`src/rtl/fetch_queue.sv`:
```
// Instruction fetch stage: owns the fetch PC, issues in-order word requests to imem and
// buffers responses in a DEPTH-entry FIFO for decode. Optional macro: FETCH_BYPASS_EN.
module fetch_queue #(
    parameter int                    DATA_WIDTH = 32,
    parameter int                    DEPTH      = 4,
    parameter logic [DATA_WIDTH-1:0] RESET_PC   = '0
) (
    input  logic                  clk,
    input  logic                  rst,
    output logic                  imem_req,
    output logic [DATA_WIDTH-1:0] imem_addr,
    input  logic                  imem_rvalid,
    input  logic [DATA_WIDTH-1:0] imem_rdata,
    output logic                  instr_valid,
    input  logic                  instr_ready,
    output logic [DATA_WIDTH-1:0] instr,
    output logic [DATA_WIDTH-1:0] pc,
    output logic [DATA_WIDTH-1:0] pc_plus4,
    input  logic [1:0]            PCSrc,
    input  logic [DATA_WIDTH-1:0] ImmExt,
    input  logic [DATA_WIDTH-1:0] ALUResult
);
    localparam int                    AW      = $clog2(DEPTH);
    localparam int                    CW      = AW + 1;
    localparam logic [CW:0]           DEPTH_C = (CW+1)'(DEPTH);
    localparam logic [DATA_WIDTH-1:0] NOP     = DATA_WIDTH'(32'h0000_0013);
    localparam logic [DATA_WIDTH-1:0] STEP    = DATA_WIDTH'(4);

    typedef enum logic [1:0] {BOOT, RUN, FLUSH} state_e;

    state_e                state_q, state_d;
    logic [DATA_WIDTH-1:0] fetch_pc_q, fetch_pc_d;
    logic [DATA_WIDTH-1:0] resp_pc_q, resp_pc_d;
    logic [AW-1:0]         rd_ptr_q, rd_ptr_d, wr_ptr_q, wr_ptr_d;
    logic [CW-1:0]         count_q, count_d, outst_q, outst_d, discard_q, discard_d;
    logic [DATA_WIDTH-1:0] word_mem [DEPTH];
    logic [DATA_WIDTH-1:0] addr_mem [DEPTH];

    logic                  head_valid, resp_ok, bypass, pop, fifo_pop, push;
    logic                  redirect, credit_ok;
    logic [DATA_WIDTH-1:0] target_raw, target;

    assign head_valid = (count_q != '0);
    // A response with nothing in flight is stray (e.g. issued before a reset) and is ignored.
    assign resp_ok    = imem_rvalid && (outst_q != '0);

`ifdef FETCH_BYPASS_EN
    assign bypass = (state_q == RUN) && !head_valid && resp_ok;
`else
    assign bypass = 1'b0;
`endif

    assign instr_valid = head_valid || bypass;

    always_comb begin
        instr = NOP;
        pc    = RESET_PC;
        if (head_valid) begin
            instr = word_mem[rd_ptr_q];
            pc    = addr_mem[rd_ptr_q];
        end else if (bypass) begin
            instr = imem_rdata;
            pc    = resp_pc_q;
        end
    end

    assign pc_plus4   = pc + STEP;
    assign pop        = instr_valid && instr_ready;
    assign fifo_pop   = head_valid && instr_ready;
    assign redirect   = pop && ((PCSrc == 2'b01) || (PCSrc == 2'b10));
    assign target_raw = (PCSrc == 2'b01) ? (pc + ImmExt) : ALUResult;
    assign target     = {target_raw[DATA_WIDTH-1:2], 2'b00};

    assign credit_ok = ({1'b0, count_q} + {1'b0, outst_q}) < DEPTH_C;
    assign imem_req  = (state_q == RUN) && credit_ok && !redirect;
    assign imem_addr = fetch_pc_q;
    assign push      = (state_q == RUN) && resp_ok && !redirect && !(bypass && instr_ready);

    // resp_pc_q tracks the address of the oldest in-flight request, so pushed entries get exact PCs.
    always_comb begin
        state_d    = state_q;
        fetch_pc_d = fetch_pc_q;
        resp_pc_d  = resp_pc_q;
        rd_ptr_d   = rd_ptr_q;
        wr_ptr_d   = wr_ptr_q;
        count_d    = count_q + CW'(push) - CW'(fifo_pop);
        outst_d    = outst_q + CW'(imem_req) - CW'(resp_ok);
        discard_d  = discard_q;

        if (imem_req)
            fetch_pc_d = fetch_pc_q + STEP;
        if (push)
            wr_ptr_d = wr_ptr_q + AW'(1);
        if (fifo_pop)
            rd_ptr_d = rd_ptr_q + AW'(1);
        if ((state_q == RUN) && resp_ok)
            resp_pc_d = resp_pc_q + STEP;

        if (redirect) begin
            fetch_pc_d = target;
            resp_pc_d  = target;
            rd_ptr_d   = '0;
            wr_ptr_d   = '0;
            count_d    = '0;
            discard_d  = outst_d;
        end

        case (state_q)
            BOOT:    state_d = RUN;
            RUN:     if (redirect && (discard_d != '0)) state_d = FLUSH;
            FLUSH: begin
                if (resp_ok)
                    discard_d = discard_q - CW'(1);
                if (discard_d == '0)
                    state_d = RUN;
            end
            default: state_d = BOOT;
        endcase
    end

    always_ff @(posedge clk or negedge rst) begin
        if (!rst) begin
            state_q    <= BOOT;
            fetch_pc_q <= RESET_PC;
            resp_pc_q  <= RESET_PC;
            rd_ptr_q   <= '0;
            wr_ptr_q   <= '0;
            count_q    <= '0;
            outst_q    <= '0;
            discard_q  <= '0;
        end else begin
            state_q    <= state_d;
            fetch_pc_q <= fetch_pc_d;
            resp_pc_q  <= resp_pc_d;
            rd_ptr_q   <= rd_ptr_d;
            wr_ptr_q   <= wr_ptr_d;
            count_q    <= count_d;
            outst_q    <= outst_d;
            discard_q  <= discard_d;
        end
    end

    always_ff @(posedge clk) begin
        if (push) begin
            word_mem[wr_ptr_q] <= imem_rdata;
            addr_mem[wr_ptr_q] <= resp_pc_q;
        end
    end

endmodule
```
`config.mk`:
```
export PLATFORM = sky130hd
export DESIGN_NAME = fetch_queue
export DESIGN_NICKNAME = d
export VERILOG_FILES = /design/src/rtl/fetch_queue.sv
export SDC_FILE = /design/constraint.sdc
export NUM_CORES = 1
export LEC_CHECK = 0
export CAP_MARGIN = 15
export CORE_MARGIN = 2
export CORE_UTILIZATION = 27
export CTS_CLUSTER_DIAMETER = 60
export DETAILED_ROUTE_END_ITERATION = 7
export PLACE_DENSITY_LB_ADDON = 0.1
export REMOVE_ABC_BUFFERS = 1
export SYNTH_ARGS = -nofsm -noshare
export SYNTH_HDL_FRONTEND = slang
export SYNTH_SLANG_ARGS = --single-unit
```
`constraint.sdc`:
```
create_clock -name clk -period 5.1 [get_ports clk]
set_clock_uncertainty 0.1 [all_clocks]
set_input_delay 0.51 -clock clk [delete_from_list [all_inputs] [get_ports clk]]
set_output_delay 0.51 -clock clk [all_outputs]
set_load 0.02 [all_outputs]
```
==> results_dict.tcl, run 1 <==
set metrics [dict create \
    status "complete, no violations" \
    gr-usage-met1_pct 23.5 \
    fp.dieW_um 250 \
    cp.arrival_ns 4.26 \
    vdd_ir_drop_max_uv 253 \
    wl_mm 54.3 \
    h-tree-depth 2 \
    synth-edff-count 248 \
    synth-main-ff-cell "edfxtp_1" \
    start_util_pct 27.2 \
    route.detailed.drc 0 \
    wl_per_cell_um 22.9 \
    cts_sinks 323 \
    fin_tns_setup_ns 0 \
    grt_pass1_wl_mm 80.1 \
    setup_slack_ns 0.228 \
    cp-start-kind "flip-flop" \
    cpLargestDelayFamily "simple AND/OR/NAND/NOR gates" \
    yosys_warnings 0 \
    post-synth-top-area-fraction_pct 45.4 \
    clockBufferDepth 3 \
    ios 232 \
    hold_ws_ns 0.379 \
    busiest_layer "met2" \
    ys_seq_elements 323 \
    period_minus_slack_ns 4.87 \
    path_max_fanout 39 \
    ys_types 75 \
    synth_area_um2 16400 \
    port_buffers 222 \
    cts_root_buffer "clkbuf_16" \
    path_class "flip-flop to output pin" \
    antenna_found_initial 2 \
    cts_tree "yes" \
    crit_required_ns 4.49 \
    yosysTopAreaCell "edfxtp_1" \
    slowest_delay_ns 0.67 \
    finalCritPeriodShare_pct 95.5 \
    gp_congestion 0.777 \
    slew_headroom_pct 30.8 \
    nets 1701 \
    rsz0062_at_grt "false" \
    use_met2_pct 27.9 \
    end_kind "output pin" \
    dpl.hpwl_mm 38.5 \
    rrSetupSlack_ns 0.42 \
    clk_pin_slew_ns 0.06 \
    worstMarginPinSlew_ns 1.03 \
    r2r-start "rd_ptr_q[0]" \
    reg2reg_to "resp_pc_q[29]" \
    power.density_nw_per_um2 675 \
    die_h_um 250 \
    crit_buf_inv 3 \
    drt_pass1_iterations 5 \
    synth-async-reset-ratio_pct 23.2 \
    die_area_um2 62700 \
    antenna_cells 0 \
    grt_pass1_vias 12050 \
    max_freq_mhz 205 \
    report.final.slew_viol_count 0 \
    clk_latency_ns 0.57 \
    r2r.worst_path.cells 13 \
    place_area_um2 19800 \
    final_util_pct 35.0 \
    max-cap-violations 0 \
    route.vias.total 11624 \
    synthCells 1291 \
    crit_chain "buf_12 -> mux4_2 -> and2_1 -> and3_1 -> nand2_1 -> or4_4 -> nor4_4 -> buf_4 -> nand3_1 -> xnor2_1 -> clkdlybuf4s50_1" \
    via_per_inst 4.91 \
    drt_iter0_markers 789 \
    grt_max_degree 42 \
    hold_path.class "primary input to async pin" \
    slowest_stage "dfrtp_4" \
    post-place-ws_ns 0.270 \
    hold_viol 0 \
    gr-total-overflow 0 \
    cts-buffers-inserted 42 \
    grtUsageTotal_pct 17.2 \
    finalSetupViolations 0 \
    syn_area_per_cell_um2 12.7 \
    fin_area_um2 21100 \
    power_leakage_uw 0.00744 \
    row_count 90 \
    layout-drive-gt1-share_pct 12.6 \
    seq_area_frac_synth_pct 56.8 \
    synth_area_leaders "edfxtp_1 (45%), dfrtp_1 (11%), mux4_2 (7.6%)" \
    core_um2 60200 \
    area_growth_pct 28.7 \
    use_met3_pct 3.12 \
    ant_nets 0 \
]
==> area by class of cell <==
| type | count | area [um2] |
|---|---|---|
| Clock inverter | 21 | 173 |
| Sequential cell | 323 | 9330 |
| Timing Repair Buffer | 274 | 2650 |
| Multi-Input combinational cell | 869 | 6690 |
| Tap cell | 782 | 978 |
| Inverter | 44 | 165 |
| Clock buffer | 55 | 1120 |
| Fill cell | 5925 | 39100 |
==> where the power goes <==
part	leakage, uW	switching (uW)	internal [uW]	total, uW
logic	0.00370	4130	3140	7270
registers	0.00310	607	3570	4180
clock network	0.000641	1150	1660	2810
==> layer usage <==
metal,share of wire [%],wire (um)
met2,47,25400
met3,4.4,2390
met4,2.4,1280
met1,46,25200
met5,0.035,19
==> Yosys cell counts, types with 3 or more instances <==
| cell type | number |
|---|---|
| nand2_1 | 80 |
| mux4_2 | 55 |
| dfrtp_1 | 75 |
| a21boi_0 | 6 |
| o21ai_0 | 33 |
| o31ai_1 | 5 |
| and4_1 | 5 |
| a221oi_1 | 8 |
| o21a_1 | 7 |
| and3_1 | 23 |
| mux2i_1 | 9 |
| nor4_1 | 4 |
| o21bai_1 | 5 |
| o31a_1 | 3 |
| or2_2 | 8 |
| or3_1 | 5 |
| nand3_1 | 41 |
| ha_1 | 43 |
| nand2b_1 | 3 |
| a31oi_1 | 11 |
| mux4_1 | 7 |
| xor2_1 | 39 |
| buf_1 | 6 |
| buf_2 | 6 |
| and2_1 | 55 |
| a21o_1 | 22 |
| nor2b_1 | 9 |
| clkbuf_1 | 41 |
| nor3_1 | 39 |
| nand4_1 | 27 |
| a211oi_1 | 16 |
| xnor2_1 | 63 |
| buf_4 | 6 |
| edfxtp_1 | 248 |
| a21oi_1 | 84 |
| inv_1 | 44 |
| o311a_1 | 3 |
| o211ai_1 | 9 |
| nor2_1 | 89 |
==> layout by cell type (no fill, tap or decap), types with 6 or more instances in the layout <==
cell and instances:
clkinv_2 10, clkdlybuf4s50_1 221, nor2b_1 9, nand4_1 27, a21boi_0 6, edfxtp_1 248
clkbuf_16 43, o21a_1 7, ha_1 42, o211ai_1 9, inv_1 43, o21ai_0 33
a211oi_1 16, a221oi_1 8, mux4_1 6, and3_1 19, a31oi_1 11, dfrtp_1 73
mux2i_1 9, a21o_1 22, buf_4 48, xor2_1 39, mux4_2 56, nand2_1 80
xnor2_1 63, nand3_1 41, a21oi_1 84, and2_1 55, clkbuf_1 12, conb_1 7
nor3_1 39, or2_2 8, nor2_1 88
==> what timing repair did <==
action,4_1_cts,5_1_grt
setup endpoints to repair,4,6
hold buffers,1,0
gates resized for setup,0,1
cloned,0,0
endpoints found under the hold margin,37,0
setup buffers,2,4
pin swaps,2,1
==> state kept, by name, indices dropped and copies added (netlist names) <==
| signal | count |
|---|---|
| addr_mem | 120 |
| count_q | 3 |
| discard_q | 3 |
| imem_addr | 30 |
| outst_q | 3 |
| rd_ptr_q | 2 |
| resp_pc_q | 30 |
| state_q | 2 |
| word_mem | 128 |
| wr_ptr_q | 2 |
==> how the worst max path moves through the flow <==
stage	endpoint	slack, ns	from	cells past startpoint
floorplan	imem_addr[30]	-0.84	rd_ptr_q[0]	11
global placement	resp_pc_q[31]	0.30	rd_ptr_q[0]	14
detailed placement	imem_addr[31]	0.27	rd_ptr_q[0]	14
CTS	pc_plus4[31]	0.002	rd_ptr_q[0]	10
global route	pc_plus4[31]	0.03	rd_ptr_q[1]	11
finish	pc_plus4[31]	0.23	rd_ptr_q[1]	11
==> cells by family (layout without fill, tap and decap cells) <==
logic type,after synthesis,count (layout),synth area share (%)
AOI/OAI and AO/OA,236,236,9.29
xor gates and xnor gates,102,102,5.45
adders and majority gates,46,46,3.58
buffers and inverters,105,394,2.68
DFF,323,323,56.8
muxes,73,73,9.36
other,1,7,0.0229
and+or+nand+nor,405,405,12.8
==> through the flow <==
stage	total power [uW]	cells
3_5_place_dp	11500	2285
2_1_floorplan	8390	1236
3_3_place_gp	11500	2285
4_1_cts	14400	2364
6_report	14200	2368
5_1_grt	15200	2368
No activity file was read; power rests on OpenSTA's default activity.
==> inputs of run 2 (changes only) <==
- ABC_CLOCK_PERIOD_IN_PS: unset -> 5100
- CORE_UTILIZATION: 27 -> 55
==> run 2 against run 1 <==
Against the previous run:
- core utilization grew 34 points
- sequential cell count is the same
- final area shrank 4.2%
- first-iteration DRC count grew 40%
- worst hold slack lost 0.24 ns
- combinational power shrank 4.5%
- via count grew 1.9%
- routed wire length shrank 21%
- global-route usage grew 11 points
- total power shrank 5.0%
- sequential share of layout area grew 2.0 points
- worst setup slack gained 0.033 ns
- critical endpoint unchanged
- largest power group unchanged
==> results_dict.tcl, run 2 (synthesized netlist as in run 1, its figures left out) <==
set metrics [dict create \
    status "complete, no violations" \
    gr-total-overflow 0 \
    hold_path.class "primary input to async pin" \
    antenna_cells 0 \
    nets 1671 \
    cp-start-kind "flip-flop" \
    power.density_nw_per_um2 670 \
    vdd_ir_drop_max_uv 381 \
    intPower_uw 8060 \
    seq_power_share_pct 30.7 \
    slowest_delay_ns 0.62 \
    fill_cells 2190 \
    clk_pin_slew_ns 0.06 \
    layout-drive-gt1-share_pct 10.5 \
    worstMarginPinSlew_ns 1.01 \
    report.final.slew_viol_count 0 \
    period_minus_slack_ns 4.84 \
    wl_mm 42.9 \
    core_um2 29500 \
    cts_sinks 323 \
    cts_hold_buf 0 \
    die_h_um 177 \
    crit_chain "buf_4 -> mux4_2 -> and2_1 -> and3_1 -> nand2_1 -> or4_4 -> nor4_4 -> nand3_1 -> xnor2_1 -> clkdlybuf4s50_1" \
    port_buffers 222 \
    power_leakage_uw 0.00722 \
    path_class "flip-flop to output pin" \
    area_growth_pct 23.2 \
    max-cap-violations 0 \
    wl_per_cell_um 22.1 \
    rsz0062_at_grt "false" \
    gp_congestion 0.930 \
    p_total_uw 13500 \
    clk_latency_ns 0.51 \
    slew_headroom_pct 32.7 \
    slowest_stage "clkdlybuf4s50_1" \
    grtUsageTotal_pct 27.7 \
    comb_power_share_pct 51.2 \
    top_register "word_mem" \
    via_per_inst 6.11 \
    fin_cells 1938 \
    route.detailed.drc 0 \
    grt_pass1_vias 11659 \
    drt_iter0_markers 1103 \
    cts-buffers-inserted 35 \
    switching_share_pct 40.4 \
    cts_tree "yes" \
    route.vias.total 11844 \
    start_util_pct 55.6 \
    max_freq_mhz 207 \
    drt_pass1_iterations 6 \
    clockBufferDepth 3 \
    grt_max_degree 76 \
    antenna_found_initial 0 \
    reg_top3 "word_mem: 128 flops, addr_mem: 120 flops" \
    dpl.hpwl_mm 29.8 \
    cp.arrival_ns 4.23 \
    p_sw_uw 5480 \
    ios 232 \
    fp.dieW_um 177 \
    end_kind "output pin" \
    final_common_cell "edfxtp_1" \
    hold_viol 0 \
    ant_nets 0 \
    row_count 63 \
    mostFrequentLayoutCells "edfxtp_1 (248), clkdlybuf4s50_1 (221), nor2_1 (88)" \
    place_inst 1877 \
    cts_setup_buffers 0 \
    grt_pass1_wl_mm 65.5 \
    final_util_pct 68.6 \
    path_max_fanout 14 \
    die_area_um2 31200 \
    largest_register_ffs 128 \
    finalCritPeriodShare_pct 94.9 \
    clock_power_share_pct 18.1 \
    h-tree-depth 2 \
    crit_required_ns 4.49 \
    cts_resized 0 \
    cts_root_buffer "clkbuf_16" \
    finalSetupViolations 0 \
]
run 2: cell types whose count changed in the layout (fill, tap and decap cells not counted), sizes merged:
cell and change:
buf -22, clkbuf -8, clkinv -6, inv -2
bufinv +1, dlygate4sd3 -1
run 2: path summary, 6_finish.rpt:
path	startpoint	endpoint	slack [ns]	depth (start not counted)
setup / recovery	rd_ptr_q[0]	pc_plus4[31]	0.26	10
hold / removal	rst	imem_addr[31]	0.14	2
setup reg to reg	rd_ptr_q[0]	imem_addr[29]	0.35	12
hold reg to reg	imem_addr[12]	imem_addr[12]	0.44	1
max in group asynchronous	rst	rd_ptr_q[1]	3.99	2
min in group clk	imem_addr[12]	imem_addr[12]	0.44	1
run 2: area by class of cell:
| class | count | area (um2) | share of cell area [%] |
|---|---|---|---|
| flip-flops and latches | 323 | 9330 | 46.2 |
| multi-input cells | 869 | 6680 | 33.0 |
| clock inverters | 14 | 164 | 0.811 |
| clock buffers | 47 | 931 | 4.60 |
| repair buffers | 251 | 2460 | 12.2 |
| inverters | 44 | 165 | 0.817 |
| well taps | 390 | 488 | 2.41 |
run 2: through the flow:
stage | worst slack (ns) | area [um2] | TNS, ns | hold WS [ns]
4_1_cts | 0.0270 | 20200 | 0 | 0.183
3_5_place_dp | 0.497 | 19100 | 0 | 0.408
5_1_grt | 0.0350 | 20200 | 0 | 0.234
2_1_floorplan | -0.838 | 16200 | -33.20 | 0.114
6_report | 0.261 | 20200 | 0 | 0.136
3_3_place_gp | 0.548 | 19100 | 0 | 0.422
run 2: power by group through the flow:
stage | Combinational [uW] | Clock (uW) | Sequential (uW)
2_1_floorplan | 4170 | 0 | 4230
3_3_place_gp | 6830 | 0 | 4140
3_5_place_dp | 6870 | 0 | 4180
4_1_cts | 6930 | 2480 | 4140
5_1_grt | 7470 | 2590 | 4230
6_report | 6940 | 2450 | 4160
run 2: layer usage:
metal	vias to the layer above	GRT usage [%]	routed length [um]
met2	519	45.4	20400
met4	0	9.88	1500
met1	5890	38.4	17900
met5	-	0	0
li1	5352	-	-
met3	83	3.54	3100
run 2: worst max-delay path: cells and delay by family, from the launching register on:
family / cells / cell delay (ns)
and+or+nand+nor: 6 / 1.70
muxes: 1 / 0.35
xor gates and xnor gates: 1 / 0.15
buffers and inverters: 2 / 0.89
DFF: 1 / 0.61
==> inputs of run 3 (changes only) <==
- ABC_CLOCK_PERIOD_IN_PS: 5100 -> 4400
- CORE_UTILIZATION: 55 -> 50
- clock period: 5.1 -> 4.4 ns (I/O delays scaled with it)
==> run 3 against run 2 <==
Against the previous run:
- non-clock buffer count rose by 70
- total power rose by 20%
- sequential cell count did not move
- sequential share of layout area fell by 1.6 points
- final area rose by 3.5%
- highest routed layer unchanged
- clock power rose by 20%
- worst hold slack improved by 0.22 ns
- die area rose by 9.8%
- sequential power rose by 15%
- routed wire length rose by 0.99%
- critical endpoint unchanged
==> results_dict.tcl, run 3 (synthesized netlist as in run 1, its figures left out) <==
set metrics [dict create \
    status "complete, no violations" \
    clk_pin_slew_ns 0.06 \
    hold_ws_ns 0.354 \
    clk_latency_ns 0.52 \
    hold_path.class "primary input to async pin" \
    row_count 66 \
    switching_share_pct 39.7 \
    vdd_ir_drop_max_uv 450 \
    antenna_cells 0 \
    final_util_pct 64.5 \
    place_inst 1985 \
    final_common_cell "edfxtp_1" \
    worstMarginPinSlew_ns 0.818 \
    top_register "word_mem" \
    grt_pass1_wl_mm 66.4 \
    cts_root_buffer "clkbuf_16" \
    die_h_um 185 \
    clockBufferDepth 3 \
    grt_max_degree 54 \
    ios 232 \
    via_per_inst 5.73 \
    max-cap-violations 0 \
    rrSetupSlack_ns 0.27 \
    drt_pass1_iterations 5 \
    nets 1742 \
    drt_iter0_markers 909 \
    power_leakage_uw 0.00765 \
    area_growth_pct 27.5 \
    reg_top3 "word_mem: 128 flops, addr_mem: 120 flops" \
    antenna_found_initial 0 \
    grtUsageTotal_pct 25.5 \
    end_kind "output pin" \
    r2r.worst_path.cells 14 \
    finalCritPeriodShare_pct 97.3 \
    route.vias.total 11841 \
    grt_pass1_vias 11738 \
    cts_tree "yes" \
    dpl.hpwl_mm 31.0 \
    p_sw_uw 6450 \
    crit_required_ns 3.86 \
    mostFrequentLayoutCells "edfxtp_1 (248), clkdlybuf4s50_1 (214), buf_4 (92)" \
    fill_cells 2541 \
    wl_per_cell_um 21.0 \
    setup_slack_ns 0.120 \
    wl_mm 43.3 \
    report.final.slew_viol_count 0 \
    r2r-start "rd_ptr_q[0]" \
    layout-drive-gt1-share_pct 15.1 \
    port_buffers 222 \
    cts_sinks 323 \
    power.density_nw_per_um2 776 \
    cts-buffers-inserted 36 \
    h-tree-depth 2 \
    cp.arrival_ns 3.74 \
    gr-total-overflow 0 \
    period_minus_slack_ns 4.28 \
    core_um2 32500 \
    clock_power_share_pct 18.1 \
    start_util_pct 50.5 \
    intPower_uw 9790 \
    seq_power_share_pct 29.5 \
    max_freq_mhz 234 \
    largest_register_ffs 128 \
    comb_power_share_pct 52.4 \
    path_max_fanout 6 \
    reg2reg_to "imem_addr[29]" \
    fin_cells 2065 \
    fp.dieW_um 185 \
    post-place-ws_ns 0.148 \
    ant_nets 0 \
    gp_congestion 0.935 \
    rsz0062_at_grt "true" \
    slew_headroom_pct 45.4 \
    die_area_um2 34300 \
    route.detailed.drc 0 \
    fin_tns_setup_ns 0 \
    path_class "flip-flop to output pin" \
    cp-start-kind "flip-flop" \
    finalSetupViolations 0 \
    hold_viol 0 \
]
==> run 3: how the worst max path moves through the flow <==
stage,start,depth (start not counted),to
finish,rd_ptr_q[0],13,pc_plus4[31]
global route,rd_ptr_q[0],13,pc_plus4[31]
CTS,rd_ptr_q[0],12,pc_plus4[24]
detailed placement,rd_ptr_q[0],14,imem_addr[29]
global placement,rd_ptr_q[0],14,imem_addr[29]
floorplan,rd_ptr_q[0],11,imem_addr[30]
==> run 3: timing repair <==
item / CTS / global route
hold buffers: 1 / 0
gates cloned: 0 / 0
resized for setup: 15 / 16
endpoints found under the hold margin: 22 / 0
pin swaps: 1 / 6
buffers inserted: 7 / 6
setup endpoints to repair: 5 / 13
==> run 3: routing by layer <==
layer | vias up | global-route usage [%] | routed length [um]
met4 | 0 | 8.13 | 1230
met2 | 411 | 42.1 | 20900
li1 | 5486 | - | -
met3 | 76 | 3.22 | 2450
met5 | - | 0 | 0
met1 | 5868 | 35.4 | 18700
==> run 3: worst max-delay path, stage by stage, from the launching register on <==
cell	delay, ns
dfrtp_4	0.54
buf_6	0.14
mux4_2	0.35
buf_6	0.11
nand4_4	0.11
nor4_4	0.30
nand2_2	0.09
buf_4	0.15
or4_4	0.47
nor4_4	0.34
buf_4	0.18
nand3_1	0.09
xnor2_1	0.18
buf_4	0.16
==> run 3: area by class of cell <==
class	count	area (um2)	share of cell area [%]
timing repair buffer	321	3040	14.5
clock inverter	23	213	1.02
clock buffer	43	948	4.53
inverter	44	168	0.801
sequential	323	9330	44.6
multi-input combinational	869	6670	31.9
tap	442	553	2.64
==> run 3: per-stage QoR <==
stage	cell area [um2]	total power (uW)
floorplan	16200	9730
global placement	19600	13200
detailed placement	19600	13300
CTS	20900	16300
global route	20900	17200
finish	20900	16200
==> run 3: power by group through the flow <==
stage                     clock (uW)  sequential (uW)  combinational (uW)
final                           2940             4800                8500
after global routing            3120             4880                9200
after CTS                       2990             4780                8480
after detailed placement           0             4840                8420
after global placement             0             4810                8370
after floorplan                    0             4900                4830
